--- src/rtl/fetch_queue.sv ---
// ---------------------------------------------------------------------------
// fetch_pkg / fetch_queue
//
// fetch_pkg holds the fetch-to-decode transfer type shared by fetch, this
// queue and decode.
//
// fetch_queue is the instruction buffer between fetch and decode. It is a
// small circular FIFO that captures every valid entry fetch presents. Decode
// drains it in order whenever it is not stalled. The queue asserts
// backpressure (full) when all slots are occupied, and empties itself on a
// pipeline flush.
//
// Ports
//   clk     in   rising-edge clock
//   reset   in   asynchronous, active-low reset (0 = reset)
//   flush   in   discard all buffered entries and the entry offered this cycle
//   dataF   in   fetch output; an entry is offered when dataF.valid = 1
//   stall   in   decode cannot accept the head entry this cycle
//   dataQ   out  head entry for decode (combinational from the head slot)
//   full    out  all DEPTH slots are occupied
//   count   out  current occupancy, 0..DEPTH
// ---------------------------------------------------------------------------
package fetch_pkg;

    typedef enum logic [1:0] {
        ERR_NONE         = 2'd0,
        INSTR_MISALIGN   = 2'd1,
        INSTR_ACC_FAULT  = 2'd2,
        INSTR_PAGE_FAULT = 2'd3
    } error_t;

    typedef struct packed {
        logic        valid;
        logic [31:0] instr;
        logic [31:0] pc;
        error_t      error;
    } fetch_data_t;

endpackage : fetch_pkg

module fetch_queue
    import fetch_pkg::*;
#(
    parameter int DEPTH = 4
) (
    input  logic                       clk,
    input  logic                       reset,
    input  logic                       flush,
    input  fetch_data_t                dataF,
    input  logic                       stall,
    output fetch_data_t                dataQ,
    output logic                       full,
    output logic [$clog2(DEPTH):0]     count
);

    localparam int PTR_W = $clog2(DEPTH);
    localparam int CNT_W = PTR_W + 1;

    localparam logic [CNT_W-1:0] DEPTH_C = CNT_W'(DEPTH);
    localparam logic [PTR_W-1:0] PTR_ONE = PTR_W'(1);
    localparam logic [CNT_W-1:0] CNT_ONE = CNT_W'(1);

    // Slot storage; valid is implied by occupancy, so it is not stored.
    logic [31:0] slot_instr [DEPTH];
    logic [31:0] slot_pc    [DEPTH];
    error_t      slot_error [DEPTH];

    logic [PTR_W-1:0] rd;
    logic [PTR_W-1:0] wr;
    logic [CNT_W-1:0] cnt;

    logic empty;
    logic push;
    logic pop;

    assign empty = (cnt == '0);

    // Flush overrides both directions. When full, a push is still accepted
    // if the head leaves in the same cycle, which keeps throughput at one
    // entry per cycle with no bubble at the full boundary.
    assign pop  = !empty && !stall && !flush;
    assign push = dataF.valid && !flush && ((cnt < DEPTH_C) || pop);

    // Pointers and occupancy: the only state cleared by reset or flush.
    always_ff @(posedge clk or negedge reset) begin
        if (!reset) begin
            rd  <= '0;
            wr  <= '0;
            cnt <= '0;
        end else if (flush) begin
            rd  <= '0;
            wr  <= '0;
            cnt <= '0;
        end else begin
            if (push) begin
                wr <= wr + PTR_ONE;
            end
            if (pop) begin
                rd <= rd + PTR_ONE;
            end
            unique case ({push, pop})
                2'b10:   cnt <= cnt + CNT_ONE;
                2'b01:   cnt <= cnt - CNT_ONE;
                default: cnt <= cnt;
            endcase
        end
    end

    // Slot contents are never cleared; stale data behind rd is harmless
    // because dataQ.valid is derived from cnt.
    always_ff @(posedge clk) begin
        if (push) begin
            slot_instr[wr] <= dataF.instr;
            slot_pc[wr]    <= dataF.pc;
            slot_error[wr] <= dataF.error;
        end
    end

    // Head presentation. No bypass from dataF: a freshly pushed entry is
    // visible only after the edge that stored it.
    always_comb begin
        dataQ       = '0;
        dataQ.valid = !empty && !flush;
        dataQ.instr = slot_instr[rd];
        dataQ.pc    = slot_pc[rd];
        dataQ.error = slot_error[rd];
    end

    assign full  = (cnt == DEPTH_C);
    assign count = cnt;

endmodule : fetch_queue

--- config.mk ---
export PLATFORM = sky130hd
export DESIGN_NAME = fetch_queue
export DESIGN_NICKNAME = d
export VERILOG_FILES = /design/src/rtl/fetch_queue.sv
export SDC_FILE = /design/constraint.sdc
export NUM_CORES = 1
export LEC_CHECK = 0
export ABC_AREA = 1
export CORE_UTILIZATION = 59
export CTS_CLUSTER_DIAMETER = 30
export CTS_CLUSTER_SIZE = 28
export DETAILED_ROUTE_END_ITERATION = 6
export GPL_TIMING_DRIVEN = 0
export PLACE_DENSITY = 0.85
export SKIP_CTS_REPAIR_TIMING = 1
export SLEW_MARGIN = 20
export SYNTH_ARGS = -nofsm -noshare
export SYNTH_HDL_FRONTEND = slang
export SYNTH_SLANG_ARGS = --single-unit
--- constraint.sdc ---
create_clock -name clk -period 11.95 [get_ports clk]
set_clock_uncertainty 0.15 [all_clocks]
set_input_delay 1.195 -clock clk [delete_from_list [all_inputs] [get_ports clk]]
set_output_delay 1.195 -clock clk [all_outputs]
set_load 0.02 [all_outputs]
==> results of run 1 <==
## per-stage QoR
stage,area [sq um],utilization [%],hold WS (ns),instances,power [W]
floorplan,10300,-,0.342,704,0.00121
global placement,11900,71.3,0.368,1065,0.00132
detailed placement,12200,73.0,0.377,1075,0.00133
CTS,13600,81.3,0.388,1150,0.00251
global route,13600,81.3,0.427,1150,0.00257
finish,13600,81.3,0.392,1150,0.00250
## cells in the final DEF (no fill, tap or decap), types with 13 or more instances in the layout
| cell type | netlist | layout |
|---|---|---|
| nor2_1 | 138 | 134 |
| o21ai_1 | 18 | 18 |
| clkdlybuf4s50_1 | 0 | 141 |
| clkbuf_1 | 20 | 27 |
| o22ai_1 | 66 | 66 |
| nand2_1 | 18 | 18 |
| clkbuf_16 | 0 | 43 |
| edfxtp_1 | 264 | 264 |
| buf_2 | 13 | 13 |
| o21ai_0 | 115 | 115 |
## logic make-up (layout without fill, tap and decap cells)
group / Yosys count / count (layout) / share of synthesized area, %
xor+xnor: 1 / 1 / 0.0854
buf+inv: 57 / 283 / 2.87
compound gates: 204 / 204 / 11.0
fa+ha+maj: 5 / 5 / 0.683
flops: 271 / 271 / 79.0
simple gates: 166 / 166 / 6.40
## tightest hold or removal path: cells and delay by family, from the launching register on
kind | cells | cell delay (ns)
DFF | 1 | 0.39
and+or+nand+nor | 2 | 0.12
## sequential cells by signal, summed over array words and instances (netlist names)
register and flops:
slot_error 8, count 3, rd 2, slot_pc 128
wr 2, slot_instr 128
## area by class of cell
| class | instances | area [sq um] |
|---|---|---|
| Sequential cell | 271 | 8100 |
| Fill cell | 871 | 3140 |
| Multi-Input combinational cell | 376 | 1900 |
| Timing Repair Buffer | 151 | 1660 |
| Clock buffer | 50 | 1100 |
| Clock inverter | 25 | 285 |
| Tap cell | 220 | 275 |
| Buffer | 43 | 241 |
| Inverter | 14 | 52.6 |
## power by group through the flow
stage	clock, W	sequential (W)	combinational (W)
after floorplan	0	0.00110	0.000109
after global placement	0	0.00110	0.000223
after detailed placement	0	0.00110	0.000234
after CTS	0.00119	0.00108	0.000238
after global routing	0.00124	0.00108	0.000253
final	0.00118	0.00108	0.000238
## metal layers
layer / up-vias / share of wire (%)
li1: 3047 / -
met1: 3277 / 38
met2: 417 / 50
met3: 61 / 9.1
met4: 0 / 2.7
met5: - / 0
## path summary, 6_finish.rpt
kind / start / to / slack [ns] / cells past startpoint
min: wr[1] / wr[1] / 0.39 / 2
max in group asynchronous: reset / rd[0] / 10.59 / 1
min in group asynchronous: reset / count[2] / 0.81 / 1
min reg2reg: wr[1] / wr[1] / 0.39 / 2
max: rd[1] / dataQ[18] / 7.81 / 6
max reg2reg: count[2] / slot_instr[2][26] / 9.61 / 5
==> summary.md, run 1 <==
| Metric | Value |
|---|---|
| Initial antenna violation count | `0` |
| Die H | `134 microns` |
| Critical path class | `reg2out` |
| H-tree depth | `2` |
| Static Leak | `~4.7 nW` |
| Worst slack, placed | `about 8.1 ns` |
| Inserted Diodes | `0` |
| Delay-heaviest family, CP | `buffers and inverters` |
| TNS Setup | `0 ns` |
| Final routed DRC violation total | `0` |
| Met2 Track Usage GR | `a little under half` |
| DR iter-0 viols | `about 650` |
| Syn Area/Cell | `about 15 sq um` |
| DR WL/cell | `around 21 microns` |
| Combinational power share | `under 10%` |
| Clock power share | `~47%` |
| Slowest stage cell on the critical path | `clkdlybuf4s50_1` |
| Std cell rows | `47` |
| DP HPWL | `roughly 14 mm` |
| Final min period | `a little over 4 ns` |
| Worst slew pin tran | `between 0.8 and 0.9 ns` |
| Max_slew headroom | `46.5%` |
| Initial core utilization | `between 60% and 70%` |
| Critical path capture point type | `primary output` |
| Syn nets | `780` |
| DRT antenna net count | `0` |
| Bufs and invs on worst path | `4` |
| Final hold vios | `0` |
| Sequence of cells on the critical path | `inv_2 > buf_4 > clkbuf_1 > o21ai_0 > o22ai_1 > clkdlybuf4s50_1` |
| Synth Flop Type | `edfxtp_1` |
| I/O pins | `142` |
| Crit start category | `flop` |
| CTS Buf Count | `42` |
| Synth async-reset ratio | `under 10%` |
| CP Data Required Time | `around 11 ns` |
| Internal power | `0.00195 W` |
| Final wirelength | `~24 mm` |
| DRT Pass-1 Iters | `5` |
| Switching pwr | `~0.00055 W` |
| GRT Residual Overflow | `0` |
| Setup WS post-layout | `7.81 ns` |
| Gpl congestion | `a little over 0.8` |
| Synth warn | `0` |
| Share of the synthesized area in the top cell type | `77.2%` |
| CTS tree | `done` |
| Setup violators final | `0` |
| Layout area overhead | `32.7%` |
| Via count | `between 6k and 7k` |
| Worst path max stage delay | `roughly 0.66 ns` |
| Slew Limit Fails | `0` |
| Final period util | `a little over a third` |
| Commonest cells in the netlist | `264 x edfxtp_1, 138 x nor2_1, 115 x o21ai_0` |
| Mapped Area | `approximately 10000 sq um` |
| Core footprint | `16800 sq um` |
| Pin count of the biggest net entering global routing | `25` |
| CP max FO | `10` |
| Fin nets | `975` |
| RSZ-0062 raised after global routing | `no` |
| Peak Freq | `roughly 240 MHz` |
| Port Buffer Count | `approximately 140` |
| First-pass GRT wire length | `approximately 37 mm` |
| Netlist cell types | `26` |
| Via count of the first global-routing pass | `approximately 7.1k` |
| CTS sink cnt | `271` |
| Worst-case clock buffer depth | `3` |
| Die outline area | `about 18000 sq um` |
| Share of cells above drive strength 1 | `between 10% and 20%` |
| Total GRT Usage | `27.7%` |
| Clock transition at the registers of the reported paths | `approximately 0.050 ns` |
| Die Wd | `134 microns` |
| Area leader, netlist | `edfxtp_1` |
| Sequential area share after synthesis | `between 70% and 80%` |
| Post-synth EDFFs | `approximately 260` |
| Max cap viols | `0` |
| Outcome | `completed` |
| HP Class | `reg2reg` |
| Worst EP arrival | `between 2 and 3 ns` |
| GR Util met3 | `around 5.0%` |
| Most Crowded Layer GR | `met2` |
| Root Driver | `clkbuf_16` |
| Peak supply drop | `137 uV` |
| FF+latch count, synth | `around 270` |
| Vias per Instance | `roughly 5.9` |
| Count leader, synth | `edfxtp_1` |
| Worst-Skew Late Latency | `0.50 ns` |
| Top post-synthesis cells by area | `edfxtp_1 77%, o21ai_0 5.6%, nor2_1 5.0%` |
| Switching Share | `a little over a fifth` |
| Share of power burned in registers | `43.1%` |
| Global-route met1 utilization | `~36%` |
| Gate Count Post-Synth | `between 700 and 800` |
| Power Density | `184 nW/um^2` |
(Power assumes the default switching activity.)
==> run 2: changes to the inputs <==
Settings changed: CORE_UTILIZATION 59 to 54, PLACE_DENSITY 0.85 to 0.79.
Clock period 11.95 ns to 4.1 ns, I/O delays scaled along.
==> run 2 against run 1 <==
Via count down 2.8%. Cell count rose by 1.7%. Combinational power grew to 2.9 times the previous value. Core utilization is 7.6 points lower. Total power rose to 2.9 times the previous value. Wire length fell by 5.3%. Clock-buffer cell count is 4 lower. Worst hold slack worse by 0.36 ns. First-iteration DRC count fell by 23%. Sequential power rose to 2.9 times the previous value. Largest cell class unchanged. Global-route usage decreased by 4.1 points.
==> summary.md, run 2 (same netlist as run 1, synthesis figures left out) <==
| Metric | Value |
|---|---|
| Area of the multi-input gates | `1900 sq um (unchanged)` |
| CTS tree | `done (unchanged)` |
| Slew Limit Fails | `0 (unchanged)` |
| DRT Pass-1 Iters | `5 (unchanged)` |
| Internal power | `0.00552 W (was 0.00195 W)` |
| Critical R2R Launch | `count[2] (unchanged)` |
| Worst EP arrival | `2.81 ns (was 2.80 ns)` |
| TNS Setup | `0 ns (unchanged)` |
| Hold slack | `0.0278 ns (was 0.392 ns)` |
| Static Leak | `4.76 nW (was 4.72 nW)` |
| Max_slew headroom | `57.7% (was 46.5%)` |
| I/O pins | `142 (unchanged)` |
| Worst reg-to-reg path cell count | `5 (unchanged)` |
| First-pass GRT wire length | `34.8 mm (was 37.2 mm)` |
| Crit start category | `flop (unchanged)` |
| CTS Buf Count | `43 (was 42)` |
| Initial antenna violation count | `1 (was 0)` |
| Sequence of cells on the critical path | `inv_2 > buf_4 > clkbuf_1 > o21ai_0 > o22ai_1 > clkdlybuf4s50_1 (unchanged)` |
| DR WL/cell | `19.6 microns (was 21.1 microns)` |
| Inserted Diodes | `0 (unchanged)` |
| Biggest regs | `slot_instr: 128 flops, slot_pc: 128 flops, slot_error: 8 flops (unchanged)` |
| RR Endpoint | `slot_pc[1][2] (was slot_instr[2][26])` |
| Fillers | `1175 (was 871)` |
| Total GRT Usage | `23.6% (was 27.7%)` |
| Fin nets | `979 (was 975)` |
| Critical path capture point type | `primary output (unchanged)` |
| H-tree depth | `2 (unchanged)` |
| Critical path class | `reg2out (unchanged)` |
| DRT antenna net count | `0 (unchanged)` |
| Setup violators final | `0 (unchanged)` |
| DP HPWL | `14.4 mm (about the same)` |
| Worst slack, placed | `1.28 ns (was 8.07 ns)` |
| Clock transition at the registers of the reported paths | `0.05 ns (about the same)` |
| Final period util | `between 80% and 90%` |
| HP Class | `in2async (was reg2reg)` |
| Initial core utilization | `55.0% (was 61.2%)` |
| Vias per Instance | `5.65 (was 5.91)` |
| Layout area overhead | `33.8% (was 32.7%)` |
| Die Wd | `140 microns (was 134 microns)` |
| Most common cell after layout, fill and taps aside | `edfxtp_1 (unchanged)` |
| Root Driver | `clkbuf_16 (unchanged)` |
| Switching Share | `23.6% (was 21.9%)` |
| RSZ-0062 raised after global routing | `no (unchanged)` |
| Die outline area | `19600 sq um (was 17900 sq um)` |
| Final hold vios | `0 (unchanged)` |
| Share of power burned in registers | `43.4% (was 43.1%)` |
| Via count of the first global-routing pass | `6568 (was 7083)` |
| Worst slew pin tran | `0.633 ns (was 0.801 ns)` |
| Std cell rows | `50 (was 47)` |
| Post-layout util | `73.7% (was 81.3%)` |
| Tot Pwr | `0.00723 W (was 0.00250 W)` |
| Most frequent cells in the layout | `264 x edfxtp_1, 141 x clkdlybuf4s50_1, 134 x nor2_1 (unchanged)` |
| Worst-Skew Late Latency | `0.50 ns (about the same)` |
| Combinational power share | `9.7% (was 9.5%)` |
| Worst path max stage delay | `0.67 ns (was 0.66 ns)` |
| Final routed DRC violation total | `0 (unchanged)` |
| Clock power share | `46.9% (was 47.4%)` |
| Setup WS post-layout | `0.727 ns (was 7.81 ns)` |
| Max cap viols | `0 (unchanged)` |
| Reg2Reg Setup Slack | `1.89 ns (was 9.61 ns)` |
| Peak supply drop | `421 uV (was 137 uV)` |
| CP max FO | `10 (unchanged)` |
| Peak Freq | `around 300 MHz` |
| Port Buffer Count | `141 (unchanged)` |
| Switching pwr | `0.00171 W (was 0.000547 W)` |
| Gpl congestion | `0.779 (was 0.814)` |
| Power Density | `526 nW/um^2 (was 184 nW/um^2)` |
| Via count | `6611 (was 6802)` |
| DR iter-0 viols | `497 (was 649)` |
| Final min period | `3.37 ns` |
| Worst-case clock buffer depth | `3 (unchanged)` |
| CTS sink cnt | `271 (unchanged)` |
| Seq. cell area | `8100 sq um (unchanged)` |
| Final wirelength | `23.0 mm (was 24.2 mm)` |
| GRT Residual Overflow | `0 (unchanged)` |
| Pin count of the biggest net entering global routing | `23 (was 25)` |
| Slowest stage cell on the critical path | `clkdlybuf4s50_1 (unchanged)` |
| CP Data Required Time | `3.54 ns (was 10.61 ns)` |
| Core footprint | `18600 sq um (was 16800 sq um)` |
| Die H | `140 microns (was 134 microns)` |
| Outcome | `completed (unchanged)` |
| Share of cells above drive strength 1 | `13.5% (was 11.8%)` |
[run 2: cell types whose count changed in the layout (fill, tap and decap cells not counted)]
cell        before  now
buf_16           7   10
clkbuf_16       43   45
clkinv_4         0    5
clkinv_1         8    4
bufinv_16        6    1
clkbuf_1        27   21
clkinvlp_4       4    7
inv_8            1    5
inv_6            1    4
clkinv_8         0    1
[run 2: final cells by class]
| type | instances | area share, % |
|---|---|---|
| well taps | 234 | 2.13 |
| clock inverters | 32 | 1.99 |
| multi-input cells | 376 | 13.8 |
| plain buffers | 43 | 1.76 |
| flip-flops and latches | 271 | 59.0 |
| inverters | 14 | 0.383 |
| clock buffers | 46 | 8.23 |
| repair buffers | 154 | 12.7 |
[run 2: metal layers]
layer / vias to the layer above / track usage, % / share of wire (%)
met4: 2 / 7.87 / 2.1
met2: 314 / 39.3 / 49
li1: 3051 / - / -
met3: 42 / 4.54 / 7.5
met1: 3202 / 31.5 / 41
met5: - / 0 / 0.070
[run 2: worst max-delay path by stage]
stage          cells after the start  startpoint          endpoint
6_report                           6       rd[1]         dataQ[11]
2_1_floorplan                      3    count[2]  slot_error[0][0]
3_3_place_gp                       4       flush     slot_pc[3][3]
4_1_cts                            6       rd[0]         dataQ[63]
3_5_place_dp                       6       rd[0]         dataQ[63]
5_1_grt                            6       rd[1]         dataQ[10]
[run 2: power by group through the flow]
stage          Sequential, W  Combinational (W)  Clock, W
2_1_floorplan        0.00320           0.000316         0
5_1_grt              0.00314           0.000743   0.00355
4_1_cts              0.00314           0.000702   0.00343
3_5_place_dp         0.00319           0.000696         0
6_report             0.00314           0.000698   0.00339
3_3_place_gp         0.00320           0.000655         0
[run 2: critical path, delay by kind of cell (launching register included)]
kind	cells	cell delay [ns]
AOI/OAI and AO/OA	2	0.43
buffers and inverters	4	1.44
DFF	1	0.43
[run 2: through the flow]
stage,instance area [sq um],instances
after global routing,13700,1170
after CTS,13700,1170
final,13700,1170
after global placement,12000,1079
after floorplan,10300,704
after detailed placement,12300,1092
